## src/rtl/conv_out_quant_if.sv

```systemverilog
// Stream bundle between a convolution PE, the output quantiser and its consumer.
// The input side has no back-pressure. The output side uses valid/ready: a beat transfers on a
// rising edge where o_valid && i_ready, and o_data plus its tags hold stable while o_valid && !i_ready.
interface conv_out_quant_if #(
  parameter int OUT_WIDTH = 16
);
  logic                        i_en;
  logic                        i_valid;
  logic signed [47:0]          i_P;
  logic                        i_ready;
  logic                        o_valid;
  logic signed [OUT_WIDTH-1:0] o_data;
  logic                        o_last_col;
  logic                        o_last_frame;

  modport slave (
    input  i_en, i_valid, i_P, i_ready,
    output o_valid, o_data, o_last_col, o_last_frame
  );

  modport master (
    output i_en, i_valid, i_P, i_ready,
    input  o_valid, o_data, o_last_col, o_last_frame
  );
endinterface

```

## src/rtl/conv_out_quant.sv

```systemverilog
// Quantises 48-bit PE accumulator results (round, shift, ReLU, saturate), tags row/frame ends,
// and buffers the pixels in a first-word-fall-through FIFO.
module conv_out_quant #(
  parameter int KERNEL_SIZE = 3,
  parameter int FM_SIZE     = 5,
  parameter int STRIDE      = 1,
  parameter int SHIFT       = 4,
  parameter int OUT_WIDTH   = 16,
  parameter int RELU        = 1,
  parameter int FIFO_DEPTH  = 8
) (
  input  logic                 i_clk,
  input  logic                 i_rst_n,
  conv_out_quant_if.slave      io_bus,
  output logic                 o_frame_done,
  output logic                 o_overflow
);
  localparam int OUT_SIZE = (FM_SIZE - KERNEL_SIZE) / STRIDE + 1;
  localparam int CW       = (OUT_SIZE > 1) ? $clog2(OUT_SIZE) : 1;
  localparam int AW       = $clog2(FIFO_DEPTH);
  localparam int EW       = OUT_WIDTH + 2;
  localparam logic [CW-1:0]     LAST_IDX = CW'(OUT_SIZE - 1);
  localparam logic [AW:0]       FULL_CNT = (AW+1)'(FIFO_DEPTH);
  localparam logic signed [47:0] RND     = (SHIFT > 0) ? (48'sd1 <<< ((SHIFT > 0) ? SHIFT - 1 : 0)) : 48'sd0;
  localparam logic signed [47:0] SAT_MAX = (48'sd1 <<< (OUT_WIDTH - 1)) - 48'sd1;
  localparam logic signed [47:0] SAT_MIN = -(48'sd1 <<< (OUT_WIDTH - 1));

  logic                        w_accept, w_tag_lc, w_tag_lf;
  logic signed [47:0]          w_sum, w_shifted;
  logic signed [OUT_WIDTH-1:0] w_q;
  logic                        w_full, w_empty, w_pop, w_wr, w_drop;
  logic [EW-1:0]               w_head;

  logic [CW-1:0]               r_col, r_row;
  logic                        r_s1_v, r_s1_lc, r_s1_lf;
  logic signed [47:0]          r_s1_data;
  logic                        r_s2_v, r_s2_lc, r_s2_lf;
  logic signed [OUT_WIDTH-1:0] r_s2_data;
  logic [EW-1:0]               r_mem [FIFO_DEPTH];
  logic [AW-1:0]               r_wr_ptr, r_rd_ptr;
  logic [AW:0]                 r_count;
  logic                        r_frame_done, r_overflow;

  assign w_accept  = io_bus.i_en & io_bus.i_valid;
  assign w_tag_lc  = (r_col == LAST_IDX);
  assign w_tag_lf  = w_tag_lc && (r_row == LAST_IDX);
  assign w_sum     = io_bus.i_P + RND;
  assign w_shifted = w_sum >>> SHIFT;

  // Pixel position; a sample past the last pixel simply wraps into the next frame.
  always_ff @(posedge i_clk or negedge i_rst_n) begin
    if (!i_rst_n) begin
      r_col <= '0;
      r_row <= '0;
    end else if (!io_bus.i_en) begin
      r_col <= '0;
      r_row <= '0;
    end else if (w_accept) begin
      if (w_tag_lc) begin
        r_col <= '0;
        r_row <= w_tag_lf ? '0 : r_row + 1'b1;
      end else begin
        r_col <= r_col + 1'b1;
      end
    end
  end

  always_comb begin
    w_q = r_s1_data[OUT_WIDTH-1:0];
    if (RELU != 0 && r_s1_data < 0) w_q = '0;
    else if (r_s1_data > SAT_MAX)   w_q = SAT_MAX[OUT_WIDTH-1:0];
    else if (r_s1_data < SAT_MIN)   w_q = SAT_MIN[OUT_WIDTH-1:0];
  end

  always_ff @(posedge i_clk or negedge i_rst_n) begin
    if (!i_rst_n) begin
      r_s1_v    <= 1'b0;
      r_s1_lc   <= 1'b0;
      r_s1_lf   <= 1'b0;
      r_s1_data <= '0;
      r_s2_v    <= 1'b0;
      r_s2_lc   <= 1'b0;
      r_s2_lf   <= 1'b0;
      r_s2_data <= '0;
    end else begin
      r_s1_v <= w_accept;
      r_s2_v <= io_bus.i_en & r_s1_v;
      if (w_accept) begin
        r_s1_data <= w_shifted;
        r_s1_lc   <= w_tag_lc;
        r_s1_lf   <= w_tag_lf;
      end
      if (r_s1_v) begin
        r_s2_data <= w_q;
        r_s2_lc   <= r_s1_lc;
        r_s2_lf   <= r_s1_lf;
      end
    end
  end

  // A write into a full FIFO still lands when the head is popped on the same edge.
  assign w_full  = (r_count == FULL_CNT);
  assign w_empty = (r_count == '0);
  assign w_pop   = !w_empty & io_bus.i_ready;
  assign w_wr    = r_s2_v & (!w_full | w_pop);
  assign w_drop  = r_s2_v & w_full & !w_pop;
  assign w_head  = r_mem[r_rd_ptr];

  always_ff @(posedge i_clk) begin
    if (w_wr) r_mem[r_wr_ptr] <= {r_s2_lf, r_s2_lc, r_s2_data};
  end

  always_ff @(posedge i_clk or negedge i_rst_n) begin
    if (!i_rst_n) begin
      r_wr_ptr     <= '0;
      r_rd_ptr     <= '0;
      r_count      <= '0;
      r_frame_done <= 1'b0;
      r_overflow   <= 1'b0;
    end else begin
      if (w_wr)  r_wr_ptr <= r_wr_ptr + 1'b1;
      if (w_pop) r_rd_ptr <= r_rd_ptr + 1'b1;
      case ({w_wr, w_pop})
        2'b10:   r_count <= r_count + 1'b1;
        2'b01:   r_count <= r_count - 1'b1;
        default: r_count <= r_count;
      endcase
      r_frame_done <= w_pop & w_head[EW-1];
      if (w_drop) r_overflow <= 1'b1;
    end
  end

  // Masking the head keeps the outputs at zero while the FIFO is empty or in reset.
  assign io_bus.o_valid      = !w_empty;
  assign io_bus.o_data       = w_empty ? '0 : w_head[OUT_WIDTH-1:0];
  assign io_bus.o_last_col   = w_empty ? 1'b0 : w_head[EW-2];
  assign io_bus.o_last_frame = w_empty ? 1'b0 : w_head[EW-1];
  assign o_frame_done        = r_frame_done;
  assign o_overflow          = r_overflow;
endmodule

```

## src/flat_wrapper.sv

```systemverilog
// flat-port wrapper written by rule: the top's interface ports become plain ports
module conv_out_quant_flat 
#(
  parameter int KERNEL_SIZE = 3,
  parameter int FM_SIZE     = 5,
  parameter int STRIDE      = 1,
  parameter int SHIFT       = 4,
  parameter int OUT_WIDTH   = 16,
  parameter int RELU        = 1,
  parameter int FIFO_DEPTH  = 8
)
  (i_clk, i_rst_n, o_frame_done, o_overflow, io_bus_i_en, io_bus_i_valid, io_bus_i_P, io_bus_i_ready, io_bus_o_valid, io_bus_o_data, io_bus_o_last_col, io_bus_o_last_frame);
  conv_out_quant_if #(.OUT_WIDTH(OUT_WIDTH)) io_bus_i ();
  input  logic i_clk;
  input  logic i_rst_n;
  output logic o_frame_done;
  output logic o_overflow;
  input wire logic [$bits(io_bus_i.i_en)-1:0] io_bus_i_en;
  input wire logic [$bits(io_bus_i.i_valid)-1:0] io_bus_i_valid;
  input wire logic [$bits(io_bus_i.i_P)-1:0] io_bus_i_P;
  input wire logic [$bits(io_bus_i.i_ready)-1:0] io_bus_i_ready;
  output wire logic [$bits(io_bus_i.o_valid)-1:0] io_bus_o_valid;
  output wire logic [$bits(io_bus_i.o_data)-1:0] io_bus_o_data;
  output wire logic [$bits(io_bus_i.o_last_col)-1:0] io_bus_o_last_col;
  output wire logic [$bits(io_bus_i.o_last_frame)-1:0] io_bus_o_last_frame;
  assign io_bus_i.i_en = io_bus_i_en;
  assign io_bus_i.i_valid = io_bus_i_valid;
  assign io_bus_i.i_P = io_bus_i_P;
  assign io_bus_i.i_ready = io_bus_i_ready;
  assign io_bus_o_valid = io_bus_i.o_valid;
  assign io_bus_o_data = io_bus_i.o_data;
  assign io_bus_o_last_col = io_bus_i.o_last_col;
  assign io_bus_o_last_frame = io_bus_i.o_last_frame;
  conv_out_quant #(.KERNEL_SIZE(KERNEL_SIZE), .FM_SIZE(FM_SIZE), .STRIDE(STRIDE), .SHIFT(SHIFT), .OUT_WIDTH(OUT_WIDTH), .RELU(RELU), .FIFO_DEPTH(FIFO_DEPTH)) u_core (.i_clk(i_clk), .i_rst_n(i_rst_n), .io_bus(io_bus_i), .o_frame_done(o_frame_done), .o_overflow(o_overflow));
endmodule
```

## config.mk

```make
export PLATFORM = sky130hd
export DESIGN_NAME = conv_out_quant_flat
export DESIGN_NICKNAME = d
export VERILOG_FILES = /design/src/rtl/conv_out_quant_if.sv /design/src/rtl/conv_out_quant.sv /design/src/flat_wrapper.sv
export SDC_FILE = /design/constraint.sdc
export NUM_CORES = 1
export LEC_CHECK = 0
export ABC_AREA = 1
export CAP_MARGIN = 20
export CORE_ASPECT_RATIO = 0.7
export CORE_UTILIZATION = 40
export DETAILED_ROUTE_END_ITERATION = 10
export PLACE_DENSITY_LB_ADDON = 0.1
export SLEW_MARGIN = 25
export SYNTH_ARGS = -nofsm -noshare
export SYNTH_HDL_FRONTEND = slang
export SYNTH_SLANG_ARGS = --single-unit
```

## constraint.sdc

```tcl
create_clock -name i_clk -period 2.5 [get_ports i_clk]
set_clock_uncertainty 0.1 [all_clocks]
set_input_delay 0.625 -clock i_clk [delete_from_list [all_inputs] [get_ports i_clk]]
set_output_delay 0.625 -clock i_clk [all_outputs]
set_load 0.005 [all_outputs]
```

After elaboration in Yosys (flattened, before gate mapping)
Memory sizes are Yosys's and may differ from the RTL's.
Index checks and enable logic that the tools add are counted.
{ "op_classes": {"add_sub_neg": 7, "n_lt_le_gt_ge": 3, "n_eq_ne": 7, "mux": 16, "bitwise": 8, "reduce_logical": 7} }
{ "op_table": {"columns": ["operator", "n"], "rows": [
  ["$mux W16", 4],
  ["$add A48 B5 Y48 const B", 1],
  ["$gt A44 B16 Y1 const B", 1],
  ["$lt A44 B1 Y1 const B", 1],
  ["$lt A44 B16 Y1 const B", 1],
  ["$mux W2", 7],
  ["$pmux W4 S2", 1],
  ["$and A1 B1 Y1", 7],
  ["$add A3 B1 Y3 const B", 2],
  ["$eq A2 B2 Y1 const B", 3],
  ["$add A2 B1 Y2 const B", 2],
  ["$add A4 B1 Y4 const B", 1],
  ["$eq A4 B4 Y1 const B", 1],
  ["$logic_not A4 Y1", 1],
  ["$mux W1", 4],
  ["$ne A2 B1 Y1 const B", 2],
  ["$sub A4 B1 Y4 const B", 1],
  ["$logic_not A1 Y1", 3],
  ["$eq A2 B1 Y1 const B", 1],
  ["$reduce_and A2 Y1", 1],
  ["$reduce_bool A2 Y1", 1],
  ["$logic_and A1 B1 Y1", 1],
  ["$or A1 B1 Y1", 1]
]} }
{ "totals": {"ff_bits": 82, "ramBits": 144, "inputBits": 53, "output_inout_bits": 21, "wordCells": 64, "memories": 1} }
{ "mem_list": {"columns": ["memory", "depth", "word_bits", "read_ports", "rd_clocked_by_memory_dff", "wr", "line", "source"], "rows": [
  ["u_core.r_mem", 8, 18, 1, 0, 1, "conv_out_quant.sv:39", "logic [EW-1:0] r_mem [FIFO_DEPTH];"]
]} }

Longest topological paths before layout
{ "depth": {"ltp_word": 7, "ltp_mapped": 12} }

Least setup slack after synthesis
No wires, ideal clock.
{ "synth_timing": {"path_kind": "in2reg", "startpoint": "in io_bus_i_ready", "endpoint": "mem u_core.r_mem[0][0] (netlist bit) (enable)", "arrival_ps": 1940, "required_time_ps": 2008, "setup_slack_ps": 67, "path_stages": 5, "path_buffers": 0, "path_cell_list": "inv_1 -> nand3_1 -> nand2_1 -> or2_2 -> nor2_1"} }
{ "synth_via": {"elab_chain_len": 5} }
{ "synth_lines": {"columns": ["element", "line", "source"], "rows": [
  ["start, declared", "flat_wrapper.sv:21", "input wire logic [$bits(io_bus_i.i_ready)-1:0] io_bus_i_ready;"],
  ["$and A1 B1 Y1", "conv_out_quant.sv:104", "assign w_pop = !w_empty & io_bus.i_ready;"],
  ["$or A1 B1 Y1", "conv_out_quant.sv:105", "assign w_wr = r_s2_v & (!w_full | w_pop);"],
  ["$and A1 B1 Y1", "conv_out_quant.sv:105", null],
  ["$mux W1", "conv_out_quant.sv:110", "if (w_wr) r_mem[r_wr_ptr] <= {r_s2_lf, r_s2_lc, r_s2_data};"],
  ["$mux W1 (implied by the code)", "conv_out_quant.sv:110", null],
  ["end, declared", "conv_out_quant.sv:39", null]
]} }
Every way passes these cells.

Worst setup path after layout
{ "layout_timing": {"startpoint": "reg u_core.r_rd_ptr[0]", "endpoint": "out io_bus_o_data[8]"} }
{ "layout_via": {"elab_chain_len": 2} }
{ "layout_lines": {"columns": ["element", "line", "source"], "rows": [
  ["start, declared", "conv_out_quant.sv:40", "logic [AW-1:0] r_wr_ptr, r_rd_ptr;"],
  ["start signal, assigned", "conv_out_quant.sv:122", "if (w_pop) r_rd_ptr <= r_rd_ptr + 1'b1;"],
  ["$mem_v2 Z8 W18", null, null],
  ["$mux W16", "conv_out_quant.sv:135", "assign io_bus.o_data = w_empty ? '0 : w_head[OUT_WIDTH-1:0];"],
  ["end, declared", "flat_wrapper.sv:23", "output wire logic [$bits(io_bus_i.o_data)-1:0] io_bus_o_data;"]
]} }
Every way passes these cells.

==> load_flow_metrics.sql <==
INSERT INTO impl_metrics (metric_group, metric, value, unit) VALUES
('outcome', 'result_of_the_run', 'finished, violations left', ''),
('outcome', 'failed_checks', 'setup timing', ''),
('yosys', 'synth_common_cells', '271 x sky130_fd_sc_hd__nand2_1, 236 x sky130_fd_sc_hd__nor2_1, 144 x sky130_fd_sc_hd__edfxtp_1', ''),
('placement', 'io_buffers', '70', ''),
('timing', 'hold_ws', '373', 'ps'),
('clock_tree', 'cts_tree', 'done', ''),
('worst_hold_path', 'hp-class', 'reg -> reg', ''),
('yosys', 'synth_top_flop_cell', 'sky130_fd_sc_hd__edfxtp_1', ''),
('drt', 'post-route-drc-count', '0', ''),
('yosys', 'synth_edf_count', '144', ''),
('worst_hold_path', 'timing.hold.worst.start', 'u_core.o_overflow', ''),
('yosys', 'post_synth_xor_area_fraction', '0.0174', ''),
('setup_path', 'worst_path_max_delay_cell', 'sky130_fd_sc_hd__dfrtp_2', ''),
('final_layout', 'final_area', '0.0139', 'mm^2'),
('floorplanning', 'die_w', '196', 'um'),
('timing', 'timing.setup.tns', '-3650', 'ps'),
('drt', 'vias_per_cell', '5.03', ''),
('timing', 'final_critical_path_setup_slack', '-253', 'ps'),
('floorplanning', 'floorplan.initialDensity', '0.409', ''),
('setup_path', 'crit_path_end_kind', 'output pin', ''),
('final_layout', 'flow.area_growth_from_synthesis', '31.4', '%'),
('floorplanning', 'chipHeight', '138', 'um'),
('setup_path', 'largest_fanout_on_the_critical_path', '7', ''),
('timing', 'timing.final.setup_violations', '18', ''),
('yosys', 'ys_seq_area_frac', '0.604', ''),
('timing', 'final_hold_vio_count', '0', ''),
('timing', 'post-route-period-util', '1.10', ''),
('drt', 'drtPass1Iterations', '5', ''),
('yosys', 'post_synth_fa_ha_maj_area_fraction', '0.00901', ''),
('timing', 'achievable_freq', '363', 'MHz'),
('setup_path', 'timing.rr.start', 'u_core.r_count[1]', ''),
('yosys', 'post-synth-top-area-fraction', '0.410', ''),
('setup_path', 'criticalPathCategory', 'reg -> out', ''),
('drt', 'drt-wirelength-per-cell', '17.7', 'um'),
('global_routing', 'wire_length_of_the_first_global_routing_pass', '46500', 'um'),
('worst_hold_path', 'worst_hold_path.endpoint', 'u_core.o_overflow', ''),
('yosys', 'post-synth-top-count-cell', 'sky130_fd_sc_hd__nand2_1', ''),
('floorplanning', 'full_die_area', '0.0270', 'mm^2'),
('final_layout', 'nNetsFinal', '1367', ''),
('placement', 'detailedPlacementHpwl', '19200', 'um'),
('setup_path', 'setup.worst_path.start_class', 'flip-flop', ''),
('setup_path', 'cell_count_of_the_worst_reg_to_reg_path', '13', ''),
('run', 'cap_violations', '0', ''),
('power_and_ir_drop', 'pwr_density_cell', '979', 'mW/mm^2'),
('yosys', 'synth.avg_cell_area', '9.26', 'um^2'),
('setup_path', 'required_time_at_the_worst_slack_endpoint', '1770', 'ps'),
('setup_path', 'max_stage_delay', '480', 'ps'),
('yosys', 'muxShareOfSynthArea', '0', ''),
('placement', 'placed_cells_incl_taps', '1595', ''),
('global_routing', 'grt_start_max_net_pins', '49', ''),
('power_and_ir_drop', 'peakVddDrop', '606', 'uV'),
('clock_tree', 'maximum_buffer_depth_of_the_clock_tree', '3', ''),
('timing', 'fin_crit', '2750', 'ps'),
('clock_tree', 'cts_root_buf', 'sky130_fd_sc_hd__clkbuf_16', ''),
('final_layout', 'insertedDiodeCount', '0', ''),
('yosys', 'post_synth_and_or_nand_nor_area_fraction', '0.234', ''),
('yosys', 'synthesis.yosys.warnings', '0', ''),
('drt', 'detail_route.iter0.violations', '621', ''),
('yosys', 'synth_cells', '1139', ''),
('timing', 'worst_slew_pin_slew', '492', 'ps'),
('placement', 'dpl_worst_slack', '-167', 'ps'),
('yosys', 'synth_top_family_by_area', 'simple AND/OR/NAND/NOR gates', ''),
('timing', 'slew_viol_final', '0', ''),
('yosys', 'asyncSetResetFlopFracSynth', '0.363', ''),
('floorplanning', 'rows', '49', ''),
('yosys', 'number_of_distinct_library_cell_variants_in_the_gate_level_netlist_after_synthesis', '36', ''),
('clock_tree', 'cts.sink_count', '226', ''),
('final_layout', 'final_layout_size_suffix_gt1_frac', '0.212', ''),
('drt', 'postRouteWirelength', '29700', 'um'),
('setup_path', 'worst_r2r_endpoint', 'u_core.r_count[2]', ''),
('worst_hold_path', 'min_delay_path_depth', '1', '');
-- power by group --
part | leakage (nW) | total [mW] | internal, mW | switching, mW
logic | 2.85 | 5.41 | 2.67 | 2.75
clock network | 0.369 | 3.50 | 2.06 | 1.44
registers | 2.32 | 4.66 | 4.37 | 0.284
total | 5.54 | 13.6 | 9.10 | 4.47
-- how the worst max path moves through the flow --
stage	startpoint	end
after floorplan	io_bus_i_ready	u_core.r_mem[0][0]
after global placement	io_bus_i_ready	u_core.r_count[3]
after detailed placement	io_bus_i_ready	u_core.r_count[3]
after CTS	u_core.r_rd_ptr[0]	io_bus_o_data[1]
after global routing	u_core.r_rd_ptr[0]	io_bus_o_data[12]
final	u_core.r_rd_ptr[0]	io_bus_o_data[8]
-- cell usage in the layout, fill, tap and decap left out, types with 4 or more instances in the layout --
| master | instances |
|---|---|
| sky130_fd_sc_hd__nand3_1 | 42 |
| sky130_fd_sc_hd__a31oi_1 | 7 |
| sky130_fd_sc_hd__o32ai_2 | 7 |
| sky130_fd_sc_hd__inv_1 | 74 |
| sky130_fd_sc_hd__nand2_1 | 270 |
| sky130_fd_sc_hd__nor2_1 | 196 |
| sky130_fd_sc_hd__inv_2 | 4 |
| sky130_fd_sc_hd__dfrtp_1 | 80 |
| sky130_fd_sc_hd__o21ai_1 | 48 |
| sky130_fd_sc_hd__clkdlybuf4s50_1 | 50 |
| sky130_fd_sc_hd__xnor2_1 | 7 |
| sky130_fd_sc_hd__clkinv_2 | 5 |
| sky130_fd_sc_hd__buf_2 | 18 |
| sky130_fd_sc_hd__clkbuf_16 | 23 |
| sky130_fd_sc_hd__buf_4 | 61 |
| sky130_fd_sc_hd__nand4_1 | 13 |
| sky130_fd_sc_hd__buf_6 | 22 |
| sky130_fd_sc_hd__buf_12 | 23 |
| sky130_fd_sc_hd__nor2_2 | 49 |
| sky130_fd_sc_hd__a21oi_1 | 16 |
| sky130_fd_sc_hd__edfxtp_1 | 144 |
| sky130_fd_sc_hd__buf_16 | 6 |
| sky130_fd_sc_hd__xor2_1 | 14 |
| sky130_fd_sc_hd__o21ai_0 | 49 |
| sky130_fd_sc_hd__o21ai_2 | 20 |
| sky130_fd_sc_hd__o32ai_1 | 10 |
| sky130_fd_sc_hd__ha_1 | 4 |
| sky130_fd_sc_hd__nor2_4 | 15 |
-- per-layer routing --
| metal | vias to the layer above | GRT usage | share of wire |
|---|---|---|---|
| li1 | 4128 | - | - |
| met1 | 4062 | 0.364 | 0.51 |
| met2 | 233 | 0.328 | 0.41 |
| met3 | 29 | 0.0323 | 0.065 |
| met4 | 0 | 0.0434 | 0.015 |
| met5 | - | 0 | 0 |
-- worst max-delay path: cells and delay by family (launching register included) --
family	cells	cell delay, ps
AO/OA/AOI/OAI	1	80
buffers and inverters	5	690
flip-flops	1	480
AND/OR/NAND/NOR	3	260
-- through the flow --
stage | utilization | total power, mW
6_report | 0.537 | 13.6
5_1_grt | 0.537 | 14.4
4_1_cts | 0.533 | 13.5
3_5_place_dp | 0.475 | 8.69
3_3_place_gp | 0.475 | 8.67
2_1_floorplan | - | 6.63
-- repair_timing --
action	in CTS	in global routing
setup buffers	33	2
pin swaps	66	43
gates cloned	10	0
endpoints found under the setup margin	19	20
hold buffers	1	0
hold endpoints to repair	26	0
resized for setup	191	55
-- logic make-up after synthesis --
kind of cell | Yosys count
DFF | 226
xor gates and xnor gates | 21
adders and majority gates | 7
and+or+nand+nor | 596
buffers and inverters | 124
AOI/OAI and AO/OA | 165
-- registers in the layout (all words and copies together), names as in the netlist --
signal               flops
u_core.r_mem           144
u_core.r_s1_data        44
u_core.r_s2_data        16
u_core.r_count           4
u_core.r_rd_ptr          3
u_core.r_wr_ptr          3
u_core.r_col             2
u_core.r_row             2
u_core.o_frame_done      1
u_core.o_overflow        1
u_core.r_s1_lc           1
u_core.r_s1_lf           1
u_core.r_s1_v            1
u_core.r_s2_lc           1
u_core.r_s2_lf           1
u_core.r_s2_v            1
-- area by class of cell --
| class | instances | area, um^2 | share of cell area |
|---|---|---|---|
| flip-flops and latches | 226 | 6380 | 0.460 |
| repair buffers | 185 | 2000 | 0.145 |
| repair inverters | 1 | 3.75 | 0.000271 |
| inverters | 81 | 312 | 0.0225 |
| multi-input cells | 789 | 3960 | 0.286 |
| well taps | 357 | 447 | 0.0322 |
| clock inverters | 13 | 148 | 0.0106 |
| clock buffers | 28 | 614 | 0.0443 |
Power figures use the tool's default switching activity.
